## src/rtl/tick_timer_pkg.sv

```systemverilog
// Shared definitions for the Runner elapsed-time counter: FSM states,
// BCD digit limits and packed-BCD constants for saturation and the alarm limit.
package tick_timer_pkg;

   typedef enum logic [1:0] {
      ST_IDLE  = 2'd0,
      ST_RUN   = 2'd1,
      ST_PAUSE = 2'd2,
      ST_DONE  = 2'd3
   } state_e;

   localparam logic [3:0] BCD_MAX_NINE = 4'd9;
   localparam logic [3:0] BCD_MAX_FIVE = 4'd5;

   // Packed as {minutes, sec_tens, sec_ones, tenths}
   localparam logic [15:0] COUNT_SAT     = 16'h9599;
   localparam logic [15:0] COUNT_PRE_SAT = 16'h9598;

   function automatic logic [15:0] limit_bcd(input int min_val, input int sec_val);
      logic [3:0] m;
      logic [3:0] t;
      logic [3:0] o;
      m = 4'(min_val);
      t = 4'(sec_val / 10);
      o = 4'(sec_val % 10);
      return {m, t, o, 4'd0};
   endfunction

endpackage

```

## src/rtl/tick_timer_if.sv

```systemverilog
// Connection between a controller (tick source plus control buttons) and the
// elapsed-time counter, including the BCD digits and status flags it returns.
interface tick_timer_if;

   logic       tick;
   logic       start;
   logic       pause;
   logic       clear;
   logic [3:0] tenths;
   logic [3:0] sec_ones;
   logic [3:0] sec_tens;
   logic [3:0] minutes;
   logic       running;
   logic       alarm;
   logic       full;
   logic       step;

   modport master (
      output tick, start, pause, clear,
      input  tenths, sec_ones, sec_tens, minutes, running, alarm, full, step
   );

   modport slave (
      input  tick, start, pause, clear,
      output tenths, sec_ones, sec_tens, minutes, running, alarm, full, step
   );

endinterface

```

## src/rtl/tick_timer_bcd_digit.sv

```systemverilog
// One BCD digit that wraps at MAX; carry is combinational so digits chain
// into a ripple counter that advances in a single cycle.
module bcd_digit #(
   parameter logic [3:0] MAX = 4'd9
) (
   input  logic       clk,
   input  logic       reset_n,
   input  logic       inc,
   input  logic       clr,
   output logic [3:0] digit,
   output logic       carry
);

   logic [3:0] digit_q;
   logic [3:0] digit_d;

   always_comb begin
      digit_d = digit_q;
      if (clr) begin
         digit_d = 4'd0;
      end else if (inc) begin
         digit_d = (digit_q == MAX) ? 4'd0 : digit_q + 4'd1;
      end
   end

   always_ff @(posedge clk) begin
      if (!reset_n) begin
         digit_q <= 4'd0;
      end else begin
         digit_q <= digit_d;
      end
   end

   assign digit = digit_q;
   assign carry = inc & (digit_q == MAX);

endmodule

```

## src/rtl/tick_timer.sv

```systemverilog
// Runner elapsed-time counter: edge-detects the 100 ms tick and accumulates
// m:ss.t in BCD under a start/pause/clear FSM, with a sticky time-limit alarm.
module tick_timer
   import tick_timer_pkg::*;
#(
   parameter int LIMIT_MIN = 1,
   parameter int LIMIT_SEC = 30
) (
   input  logic         clk,
   input  logic         reset_n,
   tick_timer_if.slave  bus
);

   localparam logic [15:0] LIMIT = limit_bcd(LIMIT_MIN, LIMIT_SEC);

   state_e     state_q;
   state_e     state_d;
   logic       tick_q;
   logic       tick_d;
   logic       alarm_q;
   logic       alarm_d;
   logic       step_q;
   logic       step_d;

   logic [3:0] tenths;
   logic [3:0] sec_ones;
   logic [3:0] sec_tens;
   logic [3:0] minutes;
   logic       tenths_carry;
   logic       ones_carry;
   logic       tens_carry;
   logic       minutes_carry_unused;
   logic [15:0] count;
   logic       tick_edge;
   logic       count_en;

   assign count     = {minutes, sec_tens, sec_ones, tenths};
   assign tick_edge = bus.tick & ~tick_q;
   // Judged against the registered state, so an edge alongside start is dropped
   assign count_en  = tick_edge && (state_q == ST_RUN) && !bus.clear
                      && (count != COUNT_SAT);

   bcd_digit #(.MAX(BCD_MAX_NINE)) u_tenths (
      .clk(clk), .reset_n(reset_n), .inc(count_en), .clr(bus.clear),
      .digit(tenths), .carry(tenths_carry)
   );
   bcd_digit #(.MAX(BCD_MAX_NINE)) u_sec_ones (
      .clk(clk), .reset_n(reset_n), .inc(tenths_carry), .clr(bus.clear),
      .digit(sec_ones), .carry(ones_carry)
   );
   bcd_digit #(.MAX(BCD_MAX_FIVE)) u_sec_tens (
      .clk(clk), .reset_n(reset_n), .inc(ones_carry), .clr(bus.clear),
      .digit(sec_tens), .carry(tens_carry)
   );
   bcd_digit #(.MAX(BCD_MAX_NINE)) u_minutes (
      .clk(clk), .reset_n(reset_n), .inc(tens_carry), .clr(bus.clear),
      .digit(minutes), .carry(minutes_carry_unused)
   );

   always_comb begin
      tick_d  = bus.tick;
      step_d  = count_en;
      alarm_d = alarm_q | (count == LIMIT);
      state_d = state_q;
      if (bus.clear) begin
         state_d = ST_IDLE;
         alarm_d = 1'b0;
      end else begin
         case (state_q)
            ST_IDLE:  if (bus.start) state_d = ST_RUN;
            // Reaching saturation wins over a coincident pause
            ST_RUN: begin
               if (count_en && (count == COUNT_PRE_SAT)) begin
                  state_d = ST_DONE;
               end else if (bus.pause) begin
                  state_d = ST_PAUSE;
               end
            end
            ST_PAUSE: if (!bus.pause && bus.start) state_d = ST_RUN;
            default:  state_d = state_q;
         endcase
      end
   end

   always_ff @(posedge clk) begin
      if (!reset_n) begin
         state_q <= ST_IDLE;
         tick_q  <= 1'b1;
         alarm_q <= 1'b0;
         step_q  <= 1'b0;
      end else begin
         state_q <= state_d;
         tick_q  <= tick_d;
         alarm_q <= alarm_d;
         step_q  <= step_d;
      end
   end

   assign bus.tenths   = tenths;
   assign bus.sec_ones = sec_ones;
   assign bus.sec_tens = sec_tens;
   assign bus.minutes  = minutes;
   assign bus.running  = (state_q == ST_RUN);
   assign bus.full     = (state_q == ST_DONE);
   assign bus.alarm    = alarm_q;
   assign bus.step     = step_q;

endmodule

```

## src/flat_wrapper.sv

```systemverilog
// flat-port wrapper written by rule: the top's interface ports become plain ports
module tick_timer_flat import tick_timer_pkg::*;
#(
   parameter int LIMIT_MIN = 1,
   parameter int LIMIT_SEC = 30
)
  (clk, reset_n, bus_tick, bus_start, bus_pause, bus_clear, bus_tenths, bus_sec_ones, bus_sec_tens, bus_minutes, bus_running, bus_alarm, bus_full, bus_step);
  tick_timer_if bus_i ();
  input  logic clk;
  input  logic reset_n;
  input wire logic [$bits(bus_i.tick)-1:0] bus_tick;
  input wire logic [$bits(bus_i.start)-1:0] bus_start;
  input wire logic [$bits(bus_i.pause)-1:0] bus_pause;
  input wire logic [$bits(bus_i.clear)-1:0] bus_clear;
  output wire logic [$bits(bus_i.tenths)-1:0] bus_tenths;
  output wire logic [$bits(bus_i.sec_ones)-1:0] bus_sec_ones;
  output wire logic [$bits(bus_i.sec_tens)-1:0] bus_sec_tens;
  output wire logic [$bits(bus_i.minutes)-1:0] bus_minutes;
  output wire logic [$bits(bus_i.running)-1:0] bus_running;
  output wire logic [$bits(bus_i.alarm)-1:0] bus_alarm;
  output wire logic [$bits(bus_i.full)-1:0] bus_full;
  output wire logic [$bits(bus_i.step)-1:0] bus_step;
  assign bus_i.tick = bus_tick;
  assign bus_i.start = bus_start;
  assign bus_i.pause = bus_pause;
  assign bus_i.clear = bus_clear;
  assign bus_tenths = bus_i.tenths;
  assign bus_sec_ones = bus_i.sec_ones;
  assign bus_sec_tens = bus_i.sec_tens;
  assign bus_minutes = bus_i.minutes;
  assign bus_running = bus_i.running;
  assign bus_alarm = bus_i.alarm;
  assign bus_full = bus_i.full;
  assign bus_step = bus_i.step;
  tick_timer #(.LIMIT_MIN(LIMIT_MIN), .LIMIT_SEC(LIMIT_SEC)) u_core (.clk(clk), .reset_n(reset_n), .bus(bus_i));
endmodule
```

## config.mk

```make
export PLATFORM = sky130hd
export DESIGN_NAME = tick_timer_flat
export DESIGN_NICKNAME = d
export VERILOG_FILES = /design/src/rtl/tick_timer_pkg.sv /design/src/rtl/tick_timer_if.sv /design/src/rtl/tick_timer_bcd_digit.sv /design/src/rtl/tick_timer.sv /design/src/flat_wrapper.sv
export SDC_FILE = /design/constraint.sdc
export NUM_CORES = 1
export LEC_CHECK = 0
export ABC_AREA = 0
export CORE_ASPECT_RATIO = 0.8
export CORE_UTILIZATION = 25
export CTS_CLUSTER_SIZE = 10
export DETAILED_ROUTE_END_ITERATION = 10
export DONT_BUFFER_PORTS = 1
export PLACE_DENSITY_LB_ADDON = 0.25
export SLEW_MARGIN = 20
export SYNTH_ARGS = -nofsm -noshare
export SYNTH_HDL_FRONTEND = slang
export SYNTH_HIERARCHICAL = 1
export SYNTH_SLANG_ARGS = --single-unit
```

## constraint.sdc

```tcl
create_clock -name clk -period 5.95 [get_ports clk]
set_input_delay 0.595 -clock clk [delete_from_list [all_inputs] [get_ports clk]]
set_output_delay 0.595 -clock clk [all_outputs]
set_load 0.03 [all_outputs]
```

==> impl_metrics.py, run 1 <==
metrics = {
    "floorplanning": {
        "num_rows": 20,
        "core_area_mm2": 0.00388,
        "die_y_um": 59.5,
        "pin_count": 26,
        "dieArea_mm2": 0.00439,
        "die_w_um": 73.8,
        "start_util_pct": 26.6,
    },
    "timing": {
        "fin_tns_setup_ns": 0,
        "relSlewSlack_pct": 46.1,
        "worstMarginPinSlew_ns": 0.798,
        "finalHoldViolCount": 0,
        "setup_viol": 0,
        "period_share_pct": 75.0,
        "skew_ns": 0.00404,
        "max_freq_mhz": 224,
        "drv_slew": 0,
        "min_period_ns": 4.46,
        "rsz0062_at_grt": "false",
    },
    "power": {
        "p_leak_uw": 0.000343,
        "ir_worst_vdd_mv": 0.120,
        "power_density_mw_per_mm2": 211,
    },
    "layout": {
        "fillers": 417,
        "layout_commonest_cell": "dfxtp_1",
        "post-route-util_pct": 29.5,
        "final_cell_mix": "21 x dfxtp_1, 11 x nor2_1",
        "diodes": 0,
        "area_delta_synth_final_pct": 11.0,
        "final_nets": 126,
        "drive_above_1_share_pct": 15.1,
        "stdcell_count": 174,
    },
    "yosys": {
        "synth.avg_cell_area_um2": 8.98,
        "syn_nets": 121,
        "synth_cells": 115,
        "synthesis.area_mm2": 0.00103,
        "ys_warn_count": 6,
    },
    "setup_path": {
        "crit_path_start_kind": "flop",
        "r2r_end": "u_core/u_minutes/digit[1]",
        "r2r_start": "u_core/u_sec_tens/digit[1]",
        "worst_setup_path_end_kind": "flop",
        "crit_required_ns": 6.15,
        "critPathLaunch": "u_core/u_sec_tens/digit[1]",
        "r2r_slack_ns": 1.49,
        "worstPathMaxFanout": 9,
        "worstSetupPathType": "flop to flop",
        "cp.arrival_ns": 4.66,
        "ff2ff_path_depth": 12,
    },
    "min_path": {
        "hold_path_depth": 1,
        "hold_path.class": "primary input to flop",
        "min_from": "reset_n",
        "hold-path-endpoint": "u_core/tick_q",
    },
    "placement": {
        "dpl.hpwl_mm": 1.70,
        "place_congestion": 0.732,
        "dp.cells": 170,
        "io_buffers": 0,
    },
    "clocking": {
        "numCtsBuffers": 3,
        "h-tree-depth": 1,
        "clk_latency_ns": 0.26,
        "cts_root_buffer": "clkbuf_8",
        "clock_sinks": 21,
        "cts_setup_buffers": 0,
        "clockBufferDepth": 2,
        "cts_tree": "done",
        "cts_hold_buf": 0,
        "clkTransAtPathRegs_ns": 0.08,
        "post_cts_resized": 0,
    },
    "global_routing": {
        "grt_overflow_total": 0,
        "grt_first_pass_wirelength_mm": 3.89,
        "antenna_found_initial": 0,
        "grt_usage_pct": 11.9,
        "grt_max_degree": 12,
        "grt_pass1_vias": 794,
    },
    "status": {
        "status": "finished, final reports clean",
    },
    "routing": {
        "wire_per_inst_um": 12.8,
        "vias": 822,
        "first_iter_violations": 18,
        "via_per_inst": 4.72,
        "postRouteAntennaNets": 0,
        "wl_mm": 2.22,
        "first_pass_iters": 6,
        "drc": 0,
    },
    "flow_run": {
        "drv_cap": 0,
    },
}
worst max-delay path: stages, from the launching register on:
cell	delay [ns]
dfxtp_1	0.66
and4b_1	0.25
and4_1	0.19
a21oi_1	0.41
nand2_2	0.13
nor3b_1	0.55
nand2_2	0.14
nor3b_1	0.54
nand2_2	0.15
nor4b_1	0.73
nand2_2	0.13
or3_1	0.39
a21oi_2	0.12
area by class of cell:
class / count / area, µm² / area share (%)
Tap cell: 55 / 68.8 / 6.00
Sequential cell: 21 / 420 / 36.7
Inverter: 1 / 3.75 / 0.328
Clock buffer: 4 / 45.0 / 3.93
Multi-Input combinational cell: 93 / 608 / 53.1
where the power goes:
group / internal [µW] / switching, µW
clock network: 47.7 / 45.6
registers: 141 / 0.630
logic: 2.40 / 4.15
total: 191 / 50.4
routing by layer:
layer	track usage [%]	wire length (µm)	vias up	part of all wire, %
li1	-	-	422	-
met1	14.9	1090	376	49
met2	18.1	947	22	43
met3	6.29	169	2	7.6
met4	2.47	11	0	0.49
met5	0	0	-	0
how the worst max path moves through the flow:
stage                                      endpoint  cells after the start  slack [ns]
after floorplan           u_core/u_minutes/digit[1]                     12        2.20
after global placement    u_core/u_minutes/digit[1]                     12        1.70
after detailed placement  u_core/u_minutes/digit[1]                     12        1.51
after CTS                 u_core/u_minutes/digit[1]                     12        1.49
after global routing      u_core/u_minutes/digit[1]                     12        1.05
final                     u_core/u_minutes/digit[1]                     12        1.49
flip-flops by register name, indices dropped and copies added (netlist names):
| register | count |
|---|---|
| u_core/bus.alarm | 1 |
| u_core/u_minutes/digit | 4 |
| u_core/u_tenths/digit | 4 |
| u_core/state_q | 2 |
| u_core/tick_q | 1 |
| u_core/u_sec_tens/digit | 4 |
| u_core/u_sec_ones/digit | 4 |
| u_core/bus.step | 1 |
metrics by stage:
stage / area [µm²] / hold slack (ns) / setup slack (ns) / power (µW)
2_1_floorplan: 1030 / 0.513 / 2.20 / 151
3_5_place_dp: 1100 / 0.537 / 1.51 / 152
6_report: 1150 / 0.404 / 1.49 / 242
3_3_place_gp: 1100 / 0.521 / 1.70 / 151
5_1_grt: 1150 / 0.389 / 1.05 / 254
4_1_cts: 1150 / 0.400 / 1.49 / 246
Note: power is estimated with default switching activity, not from simulation.
==> run 2: changes to the inputs <==
==> constraint.sdc (replaced) <==
create_clock -name clk -period 3.8 [get_ports clk]
set_input_delay 0.38 -clock clk [delete_from_list [all_inputs] [get_ports clk]]
set_output_delay 0.38 -clock clk [all_outputs]
set_load 0.03 [all_outputs]
==> impl_metrics.py, run 2 (synthesized netlist as in run 1, its figures left out) <==
metrics = {
    "status": {
        "status": "finished, final reports clean",
    },
    "power": {
        "power_density_mw_per_mm2": 305,
        "p_comb_share_pct": 2.7,
        "p_sw_uw": 81.4,
        "seq_power_share_pct": 58.3,
        "ir_worst_vdd_mv": 0.120,
        "p_sw_share_pct": 21.4,
        "p_leak_uw": 0.000420,
        "p_clk_share_pct": 39.0,
        "p_int_uw": 300,
    },
    "routing": {
        "via_per_inst": 4.70,
        "wl_mm": 2.38,
        "drc": 0,
        "vias": 884,
        "first_pass_iters": 4,
        "first_iter_violations": 19,
        "wire_per_inst_um": 12.7,
        "postRouteAntennaNets": 0,
    },
    "clocking": {
        "cts_root_buffer": "clkbuf_8",
        "cts_hold_buf": 0,
        "cts_tree": "done",
        "clk_latency_ns": 0.26,
        "clockBufferDepth": 2,
        "h-tree-depth": 1,
        "post_cts_resized": 0,
        "numCtsBuffers": 3,
        "clock_sinks": 21,
        "cts_setup_buffers": 0,
        "clkTransAtPathRegs_ns": 0.08,
    },
    "global_routing": {
        "grt_max_degree": 12,
        "antenna_found_initial": 0,
        "grt_first_pass_wirelength_mm": 3.93,
        "grt_usage_pct": 12.3,
        "grt_overflow_total": 0,
        "grt_pass1_vias": 840,
    },
    "floorplanning": {
        "die_w_um": 73.8,
        "num_rows": 20,
        "pin_count": 26,
        "dieArea_mm2": 0.00439,
        "die_y_um": 59.5,
        "core_area_mm2": 0.00388,
        "start_util_pct": 26.6,
    },
    "timing": {
        "min_period_ns": 3.33,
        "relSlewSlack_pct": 61.4,
        "finalHoldViolCount": 0,
        "skew_ns": 0.00123,
        "setup_viol": 0,
        "max_freq_mhz": 301,
        "fin_tns_setup_ns": 0,
        "worstMarginPinSlew_ns": 0.577,
        "period_share_pct": 87.6,
        "rsz0062_at_grt": "false",
        "drv_slew": 0,
    },
    "layout": {
        "fillers": 418,
        "area_delta_synth_final_pct": 21.2,
        "diodes": 0,
        "final_cell_mix": "21 x dfxtp_1, 14 x buf_4, 11 x nor2_1",
        "drive_above_1_share_pct": 24.1,
        "final_nets": 140,
        "layout_commonest_cell": "dfxtp_1",
        "stdcell_count": 188,
    },
    "setup_path": {
        "critical_path.max_stage_delay_ns": 0.62,
        "crit_chain": "nor3b_1 > and4_1 > a21oi_1 > nand2_2 > nor3b_1 > nand2_2 > nor3b_1 > buf_4 > nand2_2 > nor4b_1 > buf_4 > nand2_2 > or3_1 > a21oi_2",
        "crit_family": "simple AND/OR/NAND/NOR gates",
        "crit_path_start_kind": "flop",
        "cp.arrival_ns": 3.53,
        "ff2ff_path_depth": 14,
        "worst_setup_path_end_kind": "flop",
        "worstPathMaxFanout": 8,
        "cp-endpoint": "u_core/u_minutes/digit[1]",
        "crit_required_ns": 4.00,
        "r2r_end": "u_core/u_minutes/digit[1]",
        "critPathLaunch": "u_core/u_tenths/digit[1]",
        "path_depth": 14,
        "crit_path_frequent_cell": "nand2_2",
        "path_buf_inv": 2,
        "worstSetupPathType": "flop to flop",
        "worst_path_max_delay_cell": "dfxtp_1",
        "r2r_slack_ns": 0.47,
        "r2r_start": "u_core/u_tenths/digit[1]",
    },
    "placement": {
        "place_congestion": 0.777,
        "io_buffers": 0,
        "dpl.hpwl_mm": 1.89,
        "dp.cells": 184,
    },
    "min_path": {
        "hold_path.class": "primary input to flop",
    },
    "flow_run": {
        "drv_cap": 0,
    },
}
## run 2: changes by cell type in the layout (fill, tap and decap cells not counted), sizes merged
| cell | change |
|---|---|
| buf | +14 |
## run 2: worst min-delay path by stage
stage	start	to	depth (start not counted)
final	reset_n	u_core/tick_q	1
after global routing	reset_n	u_core/tick_q	1
after CTS	reset_n	u_core/tick_q	1
after detailed placement	reset_n	u_core/tick_q	1
after global placement	reset_n	u_core/tick_q	1
after floorplan	reset_n	u_core/tick_q	1
## run 2: final cells by class
type	count	area (µm²)	share of cell area (%)
clock buffer	4	45.0	3.60
inverter	1	3.75	0.300
multi-input combinational	93	608	48.6
sequential	21	420	33.6
tap	55	68.8	5.50
timing repair buffer	14	105	8.40
## run 2: per-layer routing
| metal | vias to the layer above | track usage, % | part of all wire, % |
|---|---|---|---|
| met5 | - | 0 | 0 |
| met4 | 0 | 4.12 | 1.1 |
| met3 | 4 | 5.27 | 7.3 |
| met2 | 21 | 18.1 | 42 |
| met1 | 412 | 16.0 | 50 |
| li1 | 447 | - | - |
## run 2: power by group through the flow
| stage | Combinational, µW | Clock, µW | Sequential, µW |
|---|---|---|---|
| final | 10.3 | 149 | 222 |
| after global routing | 11.7 | 162 | 222 |
| after CTS | 10.4 | 157 | 222 |
| after detailed placement | 10.4 | 0 | 227 |
| after global placement | 10.1 | 0 | 227 |
| after floorplan | 8.51 | 0 | 227 |
## run 2: metrics by stage
| step | hold WS, ns | power [µW] | setup WS, ns | util [%] | cell area [µm²] |
|---|---|---|---|---|---|
| floorplan | 0.453 | 236 | 0.0452 | - | 1030 |
| global placement | 0.456 | 237 | 0.478 | 31.1 | 1210 |
| detailed placement | 0.467 | 238 | 0.459 | 31.1 | 1210 |
| CTS | 0.188 | 389 | 0.435 | 32.3 | 1250 |
| global route | 0.182 | 396 | 0.0975 | 32.3 | 1250 |
| finish | 0.196 | 381 | 0.472 | 32.3 | 1250 |
